==> config.mk <==
export PLATFORM = sky130hd
export DESIGN_NAME = bus_cycle_tracer
export DESIGN_NICKNAME = d
export VERILOG_FILES = /design/src/rtl/bus_cycle_tracer_pkg.sv /design/src/rtl/bus_cycle_tracer_fifo.sv /design/src/rtl/bus_cycle_tracer.sv
export SDC_FILE = /design/constraint.sdc
export NUM_CORES = 1
export LEC_CHECK = 0
export CAP_MARGIN = 0
export CORE_MARGIN = 5
export CORE_UTILIZATION = 60
export DETAILED_ROUTE_END_ITERATION = 8
export PLACE_DENSITY = 0.87
export SLEW_MARGIN = 15
export SYNTH_ARGS = -nofsm -noshare
export SYNTH_HDL_FRONTEND = slang
export SYNTH_HIERARCHICAL = 1
export SYNTH_SLANG_ARGS = --single-unit
==> constraint.sdc <==
create_clock -name i_clk -period 9.1 [get_ports i_clk]
set_input_delay 1.82 -clock i_clk [delete_from_list [all_inputs] [get_ports i_clk]]
set_output_delay 1.82 -clock i_clk [all_outputs]
set_load 0.02 [all_outputs]
==> src/rtl/bus_cycle_tracer_pkg.sv <==
// Shared types for the 6502 bus cycle tracer: trace entry layout and host byte selects.
package m6502_trace_pkg;

  localparam int SEQ_W = 5;

  typedef enum logic [1:0] {
    FLAGS   = 2'd0,
    DATA    = 2'd1,
    ADDR_LO = 2'd2,
    ADDR_HI = 2'd3
  } byte_sel_e;

  typedef struct packed {
    logic [15:0]      addr;
    logic [7:0]       data;
    logic             rw;
    logic             sync;
    logic             ovf;
    logic [SEQ_W-1:0] seq;
  } trace_entry_t;

  function automatic logic [7:0] entry_byte(input trace_entry_t e, input byte_sel_e sel);
    logic [7:0] b;
    case (sel)
      FLAGS:   b = {e.rw, e.sync, e.ovf, e.seq};
      DATA:    b = e.data;
      ADDR_LO: b = e.addr[7:0];
      ADDR_HI: b = e.addr[15:8];
      default: b = '0;
    endcase
    return b;
  endfunction

endpackage

==> src/rtl/bus_cycle_tracer_fifo.sv <==
// Single-clock FIFO (module trace_fifo) with extra-MSB pointers; a push into a full
// FIFO is accepted only when a pop is accepted in the same clock.
module trace_fifo #(
  parameter int DEPTH = 16,
  parameter int WIDTH = 32
) (
  input  logic                   clk,
  input  logic                   rst_n,
  input  logic                   push,
  input  logic                   pop,
  input  logic [WIDTH-1:0]       wdata,
  output logic [WIDTH-1:0]       rdata,
  output logic                   full,
  output logic                   empty,
  output logic                   push_ok,
  output logic [$clog2(DEPTH):0] count
);

  localparam int AW = $clog2(DEPTH);

  logic [AW:0]      wr_ptr;
  logic [AW:0]      rd_ptr;
  logic [WIDTH-1:0] mem [DEPTH];
  logic             pop_ok;

  assign empty   = (wr_ptr == rd_ptr);
  assign full    = (wr_ptr[AW] != rd_ptr[AW]) && (wr_ptr[AW-1:0] == rd_ptr[AW-1:0]);
  assign pop_ok  = pop & ~empty;
  assign push_ok = push & (~full | pop_ok);
  assign count   = wr_ptr - rd_ptr;
  assign rdata   = mem[rd_ptr[AW-1:0]];

  always_ff @(posedge clk or negedge rst_n) begin
    if (!rst_n) begin
      wr_ptr <= '0;
      rd_ptr <= '0;
    end else begin
      if (push_ok) wr_ptr <= wr_ptr + 1'b1;
      if (pop_ok)  rd_ptr <= rd_ptr + 1'b1;
    end
  end

  always_ff @(posedge clk) begin
    if (push_ok) mem[wr_ptr[AW-1:0]] <= wdata;
  end

endmodule

==> src/rtl/bus_cycle_tracer.sv <==
// Captures 6502 bus cycles on phi2 falling edges into a trace FIFO read byte-wise by a host.
// Optional address trigger enabled by defining TRACE_TRIGGER_EN.
module bus_cycle_tracer
  import m6502_trace_pkg::*;
#(
  parameter int DEPTH       = 16,
  parameter int SYNC_STAGES = 2
) (
  input  logic                   i_clk,
  input  logic                   i_reset_n,
  input  logic                   i_phi2,
  input  logic [15:0]            i_bus_addr,
  input  logic                   i_bus_rw,
  input  logic [7:0]             i_cpu_wdata,
  input  logic [7:0]             i_bus_rdata,
  input  logic                   i_sync,
  input  logic                   i_enable,
  input  logic [1:0]             i_byte_sel,
  input  logic                   i_pop,
`ifdef TRACE_TRIGGER_EN
  input  logic [15:0]            i_trig_addr,
  input  logic                   i_trig_arm,
  output logic                   o_triggered,
`endif
  output logic [7:0]             o_trace_byte,
  output logic                   o_empty,
  output logic [$clog2(DEPTH):0] o_count,
  output logic                   o_overflow
);

  localparam int unsigned NS = SYNC_STAGES;

  logic             phi2_prev;
  logic             strobe_raw;
  logic             strobe;
  logic [SEQ_W-1:0] seq;
  logic             push_pend;
  trace_entry_t     cap_q;
  trace_entry_t     entry_in;
  trace_entry_t     head;
  logic [2:0]       sync_q [NS];
  logic             pop_s;
  logic             pop_prev;
  logic             pop_pulse;
  byte_sel_e        sel_s;
  logic             fifo_full;
  logic             fifo_empty;
  logic             push_ok;

  assign strobe_raw = phi2_prev & ~i_phi2 & i_enable;

`ifdef TRACE_TRIGGER_EN
  logic trig_hit;

  // While armed, only the matching cycle and everything after it is traced.
  assign trig_hit = strobe_raw & i_trig_arm & ~o_triggered & (i_bus_addr == i_trig_addr);
  assign strobe   = strobe_raw & (~i_trig_arm | o_triggered | trig_hit);

  always_ff @(posedge i_clk or negedge i_reset_n) begin
    if (!i_reset_n)       o_triggered <= 1'b0;
    else if (!i_trig_arm) o_triggered <= 1'b0;
    else if (trig_hit)    o_triggered <= 1'b1;
  end
`else
  assign strobe = strobe_raw;
`endif

  always_ff @(posedge i_clk or negedge i_reset_n) begin
    if (!i_reset_n) begin
      phi2_prev <= 1'b0;
      seq       <= '0;
      push_pend <= 1'b0;
      cap_q     <= '0;
    end else begin
      phi2_prev <= i_phi2;
      push_pend <= strobe;
      if (strobe) begin
        cap_q.addr <= i_bus_addr;
        cap_q.data <= i_bus_rw ? i_bus_rdata : i_cpu_wdata;
        cap_q.rw   <= i_bus_rw;
        cap_q.sync <= i_sync;
        cap_q.ovf  <= 1'b0;
        cap_q.seq  <= seq;
        seq        <= seq + 1'b1;
      end
    end
  end

  // The ovf flag reflects the sticky at store time, not at capture time.
  always_comb begin
    entry_in     = cap_q;
    entry_in.ovf = o_overflow;
  end

  always_ff @(posedge i_clk or negedge i_reset_n) begin
    if (!i_reset_n)                o_overflow <= 1'b0;
    else if (push_ok)              o_overflow <= 1'b0;
    else if (push_pend)            o_overflow <= 1'b1;
  end

  always_ff @(posedge i_clk or negedge i_reset_n) begin
    if (!i_reset_n) begin
      for (int unsigned i = 0; i < NS; i++) sync_q[i] <= '0;
      pop_prev <= 1'b0;
    end else begin
      sync_q[0] <= {i_byte_sel, i_pop};
      for (int unsigned i = 1; i < NS; i++) sync_q[i] <= sync_q[i-1];
      pop_prev <= pop_s;
    end
  end

  assign pop_s     = sync_q[NS-1][0];
  assign sel_s     = byte_sel_e'(sync_q[NS-1][2:1]);
  assign pop_pulse = pop_s & ~pop_prev;

  trace_fifo #(
    .DEPTH (DEPTH),
    .WIDTH ($bits(trace_entry_t))
  ) u_fifo (
    .clk     (i_clk),
    .rst_n   (i_reset_n),
    .push    (push_pend),
    .pop     (pop_pulse),
    .wdata   (entry_in),
    .rdata   (head),
    .full    (fifo_full),
    .empty   (fifo_empty),
    .push_ok (push_ok),
    .count   (o_count)
  );

  assign o_empty = fifo_empty;

  always_ff @(posedge i_clk or negedge i_reset_n) begin
    if (!i_reset_n)      o_trace_byte <= '0;
    else if (fifo_empty) o_trace_byte <= '0;
    else                 o_trace_byte <= entry_byte(head, sel_s);
  end

endmodule

==> results of run 1 <==
[routing by layer]
metal / global-route usage [%] / part of all wire, % / vias to the layer above / routed length, um
met5: 0 / 0.024 / - / 13
met2: 43.1 / 50 / 809 / 26800
met4: 9.37 / 4.0 / 2 / 2160
li1: - / - / 4694 / -
met3: 5.42 / 11 / 163 / 5910
met1: 34.8 / 35 / 5982 / 18600
[cell usage in the layout, fill, tap and decap left out, types with 10 or more instances in the layout]
cell                              count
sky130_fd_sc_hd__o21ai_1             32
sky130_fd_sc_hd__a32oi_1             32
sky130_fd_sc_hd__mux4_2              95
sky130_fd_sc_hd__ha_1                10
sky130_fd_sc_hd__clkbuf_16           55
sky130_fd_sc_hd__clkinv_2            11
sky130_fd_sc_hd__a22oi_1             32
sky130_fd_sc_hd__edfxtp_1           512
sky130_fd_sc_hd__o21ai_0             10
sky130_fd_sc_hd__clkdlybuf4s50_1     54
sky130_fd_sc_hd__mux2i_1            104
sky130_fd_sc_hd__xnor2_1             13
sky130_fd_sc_hd__buf_4               23
sky130_fd_sc_hd__clkbuf_1            17
sky130_fd_sc_hd__nand2_1             85
sky130_fd_sc_hd__dfrtp_1             62
[registers in the layout (all words and copies together), names as in the netlist]
name / cells
u_fifo/mem: 512
cap_q: 31
o_trace_byte: 8
seq: 5
u_fifo/rd_ptr: 5
u_fifo/wr_ptr: 5
sync_q: 3
sel_s: 2
o_overflow: 1
phi2_prev: 1
pop_prev: 1
pop_s: 1
push_pend: 1
[worst reg2reg max path: cells and delay by family (launching register included)]
kind            cells  cell delay, ns
buf+inv             2            1.23
compound gates      3            0.79
flops               1            0.69
mux                 1            0.54
simple gates        2            0.48
[power by group through the flow]
stage               Combinational [uW]  Clock [uW]  Sequential (uW)
finish                            2080        2240             3360
floorplan                         1460           0             3300
global placement                  1950           0             3390
CTS                               2050        2260             3360
global route                      2170        2380             3390
detailed placement                2000           0             3420
[per-stage QoR]
stage / cell area [sq um] / hold slack, ns
CTS: 25200 / 0.352
detailed placement: 23400 / 0.345
finish: 25200 / 0.351
floorplan: 22400 / 0.331
global route: 25200 / 0.363
global placement: 23400 / 0.336
[path summary, 6_finish.rpt]
check | start | end
worst max register to register | u_fifo/rd_ptr[0] | o_trace_byte[7]
worst min register to register | sync_q[4] | sel_s[0]
max in group asynchronous | i_reset_n | u_fifo/rd_ptr[1]
worst max-delay path | u_fifo/rd_ptr[2] | o_empty
min in group asynchronous | i_reset_n | o_overflow
worst min-delay path | sync_q[4] | sel_s[0]
[cell type report]
cell class,instances,area [sq um]
Inverter,10,37.5
Clock inverter,29,313
Sequential cell,576,17000
Clock buffer,73,1450
Fill cell,2195,11600
Timing Repair Buffer,77,713
Tap cell,468,586
Multi-Input combinational cell,475,5100
==> flow_results.org, run 1 <==
** Run status
- Run status :: finished, final reports clean

** Detailed routing
- After detailed routing, the number of vias per cell comes to 6.82.
- The first detailed-routing pass took 5 iterations.
- Overall via count from detail_route :: 11,700
- In the routed design, unresolved DRC markers number 0.
- The final layout contains routed wiring with a total length of 53,500 um.
- The detail route stage leaves a number of antenna-violating nets equal to 0.
- For this block, the initial DRC count from the detailed router was 1,511.
- WL/cell :: 31.3 um

** Layout
- For this run, the share of the core covered by cells in the final layout is 68.5%.
- Inserted Diodes :: 0
- The area growth from synthesis to layout is 12.2%.
- Layout cell share with drive strength beyond 1 :: 17.7%
- The count of cells in the finished layout, fillers not included, comes to 1,708.
- After the last flow step, the layout net total stands at 1,246.

** Timing
- Slew headroom :: 23.8%
- Final setup violating endpoints :: 0
- Unrepaired setup endpoints after global routing :: no
- Total negative slack :: 0 ns
- Slew at the pin with the worst max-slew slack :: 1.14 ns
- Between clock sinks in the finished design, the worst skew comes to 0.0272 ns.
- The max-slew violation total from the final report came to 0.
- Hold Violations, Final :: 0
- Final clock period utilization by the worst path :: 59.0%
- Final WS setup :: 3.74 ns
- Timing-limited maximum frequency :: 186 MHz
- Final critical delay including setup and external delays :: 5.36 ns

** Die
- Core Box Area :: 0.0368 sq mm
- Total die area :: 0.0414 sq mm
- 56 I/O pins were placed.
- Chip Height :: 203 um
- From left edge to right edge, the die measures 203 um.
- The initial utilization of the core area, before any placement, comes to 61.0%.
- In this run the core area contains 70 standard-cell rows.

** Place
- Count of port buffers added during placement :: 55
- Routability congestion estimate :: 0.765
- DP Wirelength :: 25,400 um
- Worst slack at placement :: 4.36 ns
- Number of placed instances with taps included :: 1,606

** Global routing
- Largest net degree at the start of global routing :: 69
- Total grt overflow :: 0
- Via count of the first global-routing pass :: 12,300
- Number of antenna violations at the first check in global routing :: 1
- First-pass GRT wire length :: 78,200 um
- For this run, the total global-route usage over all layers was measured as 26.0%.

** Pwr
- Power share of the clock group :: 29.2%
- Power after layout :: 7680 uW
- P_int :: 5310 uW
- Logic pwr share :: 27.0%
- For this design the ratio of total power to cell area is 305 mW/mm^2.
- IR Drop Worst-Case VDD :: 0.397 mV
- Summed over all nets, the switching power comes to 2370 uW.
- For this design the static power due to leakage is 0.00858 uW.
- Switching portion of total power :: 30.8%
- Per report_power, the sequential group accounts for 43.8% of the total.

** Critical path
- Number of buffers and inverters on the critical path :: 2
- Measured in cells, the most critical reg-to-reg path has a length of 8.
- Crit path max-delay cell type :: sky130_fd_sc_hd__clkdlybuf4s50_1
- The critical path is of the register to output port type.
- Data on the critical path is required at its endpoint by 7.28 ns.
- Type of element capturing the critical path :: output port
- Broken down by cell family, the worst path's largest delay share belongs to buffers and inverters.
- Logic depth of the worst setup path including buffers :: 5
- For this run, the slowest stage of the critical path takes 0.76 ns.
- Along the worst path, the maximum fanout reaches 33.
- Data on the critical path arrives at its endpoint at 3.54 ns.
- The setup check on the worst reg-to-reg path leaves a slack of 5.22 ns.
- Startpoint kind of the worst setup timing path :: register
- The signal on the critical path passes through inv_2 > ha_1 > and4_1 > and2_1 > clkdlybuf4s50_1.

** Clock tree
- Count of hold-fix buffers inserted at cts :: 0
- After clock tree synthesis, the repair step resized 0 gates.
- TritonCTS clock tree :: done
- The clock drives 576 sinks.
- In this run, CTS created clock tree buffers numbering 54.
- Post-CTS timing repair inserted 0 buffers for setup.
- Cell at the root of the clock tree :: sky130_fd_sc_hd__clkbuf_16
- The longest clock path from root to sink contains 3 buffers.
- Level count of the clock H-tree :: 2
- At the later pin of the worst-skew pair, clock insertion delay measures 0.59 ns.
- Clock-pin slew was measured on the worst setup and hold paths at 0.06 ns.

** Min path
- Path class of the lowest-slack min-delay path :: register to register
- Worst Hold Path Cells :: 0

** Synth
- Synth warn :: 6
- When the netlist entered floorplanning its net count stood at 1,174.
- Mean instance size in the synthesized netlist :: 20.0 sq um
- Counting every instance in the synthesized netlist gives 1,122.
- Summing every instance area after synthesis gives 0.0224 sq mm.

** Flow run
- Max-cap violations in this run came to 0.
Power figures use the tool's default switching activity.
==> run 2: changes to the inputs <==
Clock period 9.1 ns to 5.3 ns, I/O delays scaled along.
==> flow_results.org, run 2 (synthesis results as in run 1) <==
** Place
- The number of buffer cells added on primary ports is 55 (unchanged).
- The cell count after placement was 1,603 (-0.19%).
- The HPWL reported at the end of detailed placement was 26,300 um (+3.7%).
- The routability congestion estimate is 0.765 (about the same).
- The cell area reported after detailed placement came to 0.0234 sq mm (about the same).

** Timing
- Final setup violating endpoints :: 0 (unchanged)
- Hold Violations, Final :: 0 (unchanged)
- The final clock skew came to 0.0288 ns (+0.00161 ns).
- The post-route setup TNS was 0 ns (unchanged).
- Based on the critical path, the design can be clocked at up to 231 MHz.
- Slew at the pin with the worst max-slew slack :: 1.28 ns (+0.139 ns)
- Final count of pins violating max slew :: 0 (unchanged)
- Final critical delay including setup and external delays :: 4.33 ns
- The final critical path takes up 81.8% of the cycle.
- The final-layout worst hold slack was 0.349 ns (-0.00214 ns).
- Setup repair after global routing left no endpoint under its margin.
- The worst slew slack as a fraction of its limit is 14.5% (-9.3 points).

** Clock tree
- Number of cells upsized or downsized after cts :: 0 (unchanged)
- The clock buffer count from CTS was 54 (unchanged).
- Total number of clock tree sinks :: 576 (unchanged)
- Level count of the clock H-tree :: 2 (unchanged)
- Later-pin clock latency in the skew report :: 0.58 ns (about the same)
- Clock tree synthesis selected as its root buffer the cell sky130_fd_sc_hd__clkbuf_16.
- TritonCTS clock tree :: done
- The maximum buffer depth of the clock tree came to 3 (unchanged).
- The cts-stage hold buffer count was 0 (unchanged).
- Clock transition at the registers of the reported paths :: 0.06 ns (about the same)
- The number of buffers inserted to repair setup after CTS came to 0 (unchanged).

** Critical path
- Worst Path Class, Setup :: register to output port
- Crit Path Max Fanout :: 30 (-9.1%)
- Cell breakdown of the critical path :: ha_1 > inv_1 > fa_1 > a21o_1 > a21oi_1 > xnor2_1 > clkdlybuf4s50_1
- Crit path max-delay cell type :: sky130_fd_sc_hd__dfrtp_4
- The peak per-stage delay on the critical path was 0.82 ns (+0.06 ns).
- The endpoint arrival time on the critical path came to 3.27 ns (-0.27 ns).
- STA classifies the critical path startpoint as a register.
- The worst path required time is 4.24 ns (-3.04 ns).
- Type of element capturing the critical path :: output port

** Pwr
- Power density of the placed cells :: 524 mW/mm^2 (+72%)
- IR Drop Worst-Case VDD :: 0.635 mV (+60%)
- Leakage power summed over all cells :: 0.00857 uW (-0.13%)

** Layout
- Sequential cell area in the final layout :: 0.0170 sq mm (unchanged)
- Summed area of non-filler cells in the final layout :: 0.0252 sq mm (about the same)
- The fraction of final layout cells with drive strength greater than 1 was 17.2% (-0.49 points).
- Number of nets in the finished design :: 1,243 (-0.24%)
- Synth-to-layout area growth :: 12.1% (about the same)
- Area used by multi-input combinational logic :: 0.00510 sq mm (unchanged)
- The utilization after layout is 68.4% (about the same).
- The antenna diode instance count came to 0 (unchanged).
- Commonest cells after routing, fill and taps aside :: sky130_fd_sc_hd__edfxtp_1, sky130_fd_sc_hd__mux2i_1, sky130_fd_sc_hd__mux4_2, sky130_fd_sc_hd__nand2_1, sky130_fd_sc_hd__dfrtp_1
- Most frequent standard cell in the layout excluding fill and tap cells :: sky130_fd_sc_hd__edfxtp_1
- Final instance count without filler cells :: 1,703 (-0.29%)
- The flip-flop count of the largest register after layout came to 512 (unchanged).
- Total of fill cells in the finished design :: 2,188 (-0.32%)

** Detailed routing
- The detailed-route vias per instance came to 6.79 (-0.52%).
- The number of design-rule violations left by the first detailed-router iteration came to 1,512 (+0.066%).
- The overall routed net length came to 53,000 um (-0.90%).
- WL/cell :: 31.1 um (-0.61%)
- The routed via count is 11,600 (-0.82%).
- Iteration count of the initial detailed-routing pass :: 5 (unchanged)
- The post-detailed-route count of antenna-violating nets was 0 (unchanged).
- The post-detailed-route DRC marker count is 0 (unchanged).

** Die
- The number of top-level pins was 56 (unchanged).
- Core Box Area :: 0.0368 sq mm (unchanged)
- The area of the die was 0.0414 sq mm (unchanged).
- Starting density of the core :: 61.0% (unchanged)
- Chip Height :: 203 um (unchanged)
- The die width came to 203 um (unchanged).
- Row Count :: 70 (unchanged)

** Global routing
- Number of antenna violations at the first check in global routing :: 2 (+1)
- Met2 Resource Use GR :: 43.2% (+0.072 points)
- The wire length of the first global-routing pass is 78,000 um (-0.20%).
- The overall overflow remaining after global route came to 0 (unchanged).
- Largest net degree at the start of global routing :: 163 (+140%)
- Most utilized layer in the global route result :: met2
- The met1 demand-to-capacity share in global routing came to 34.0% (-0.77 points).
- The total routing usage reported by global routing came to 25.8% (-0.15 points).
- The global routing met3 resource utilization is 6.20% (+0.78 points).
- Via count of the first global-routing pass :: 12,200 (-0.51%)

** Flow run
- MaxCap Viol Count :: 0 (unchanged)

** Min path
- In this run the worst hold path is classified as register to register.

** Run status
- Run status :: finished, final reports clean
run 2: changes by cell type in the layout (fill, tap and decap cells not counted):
cell	previous run	this run
sky130_fd_sc_hd__inv_2	4	3
sky130_fd_sc_hd__buf_12	0	1
sky130_fd_sc_hd__clkbuf_1	17	12
sky130_fd_sc_hd__clkinv_1	9	15
sky130_fd_sc_hd__clkinv_2	11	8
sky130_fd_sc_hd__clkbuf_8	1	3
sky130_fd_sc_hd__clkinvlp_4	2	0
sky130_fd_sc_hd__clkinv_8	2	0
sky130_fd_sc_hd__inv_6	0	2
sky130_fd_sc_hd__inv_1	5	6
sky130_fd_sc_hd__buf_4	23	19
run 2: final timing paths:
path | start | endpoint | slack (ns) | cells past startpoint
worst max-delay path | u_fifo/rd_ptr[0] | o_count[4] | 0.97 | 7
worst min-delay path | sync_q[3] | pop_s | 0.35 | 0
worst max register to register | u_fifo/rd_ptr[0] | o_trace_byte[2] | 1.75 | 6
worst min register to register | sync_q[3] | pop_s | 0.35 | 0
max in group asynchronous | i_reset_n | u_fifo/rd_ptr[0] | 3.86 | 1
min in group asynchronous | i_reset_n | cap_q[30] | 0.64 | 1
run 2: where the power goes:
part,internal (uW),total [uW],switching (uW)
Clock,2230,3830,1600
Sequential,5360,5750,394
Combinational,1570,3610,2030
run 2: metrics by stage:
step	total power, uW	setup slack (ns)
2_1_floorplan	8180	2.26
3_3_place_gp	9170	1.57
3_5_place_dp	9310	1.58
4_1_cts	13200	0.936
5_1_grt	13600	0.868
6_report	13200	0.966
run 2: worst max-delay path: cells and delay by family (launching register included):
family	cells	cell delay, ns
flops	1	0.82
buf+inv	2	0.69
fa+ha+maj	2	0.67
compound gates	2	0.37
xor+xnor	1	0.14
run 2: per-layer routing:
layer / vias to the layer above / wire length, um / share of wire (%)
li1: 4693 / - / -
met1: 5922 / 18600 / 35
met2: 795 / 26600 / 50
met3: 141 / 5860 / 11
met4: 4 / 1960 / 3.7
met5: - / 34 / 0.064
run 2: cell type report:
class | count | share of cell area (%)
clock buffers | 70 | 5.81
inverters | 10 | 0.149
clock inverters | 30 | 1.15
multi-input cells | 475 | 20.3
well taps | 468 | 2.33
repair buffers | 74 | 2.79
flip-flops and latches | 576 | 67.5
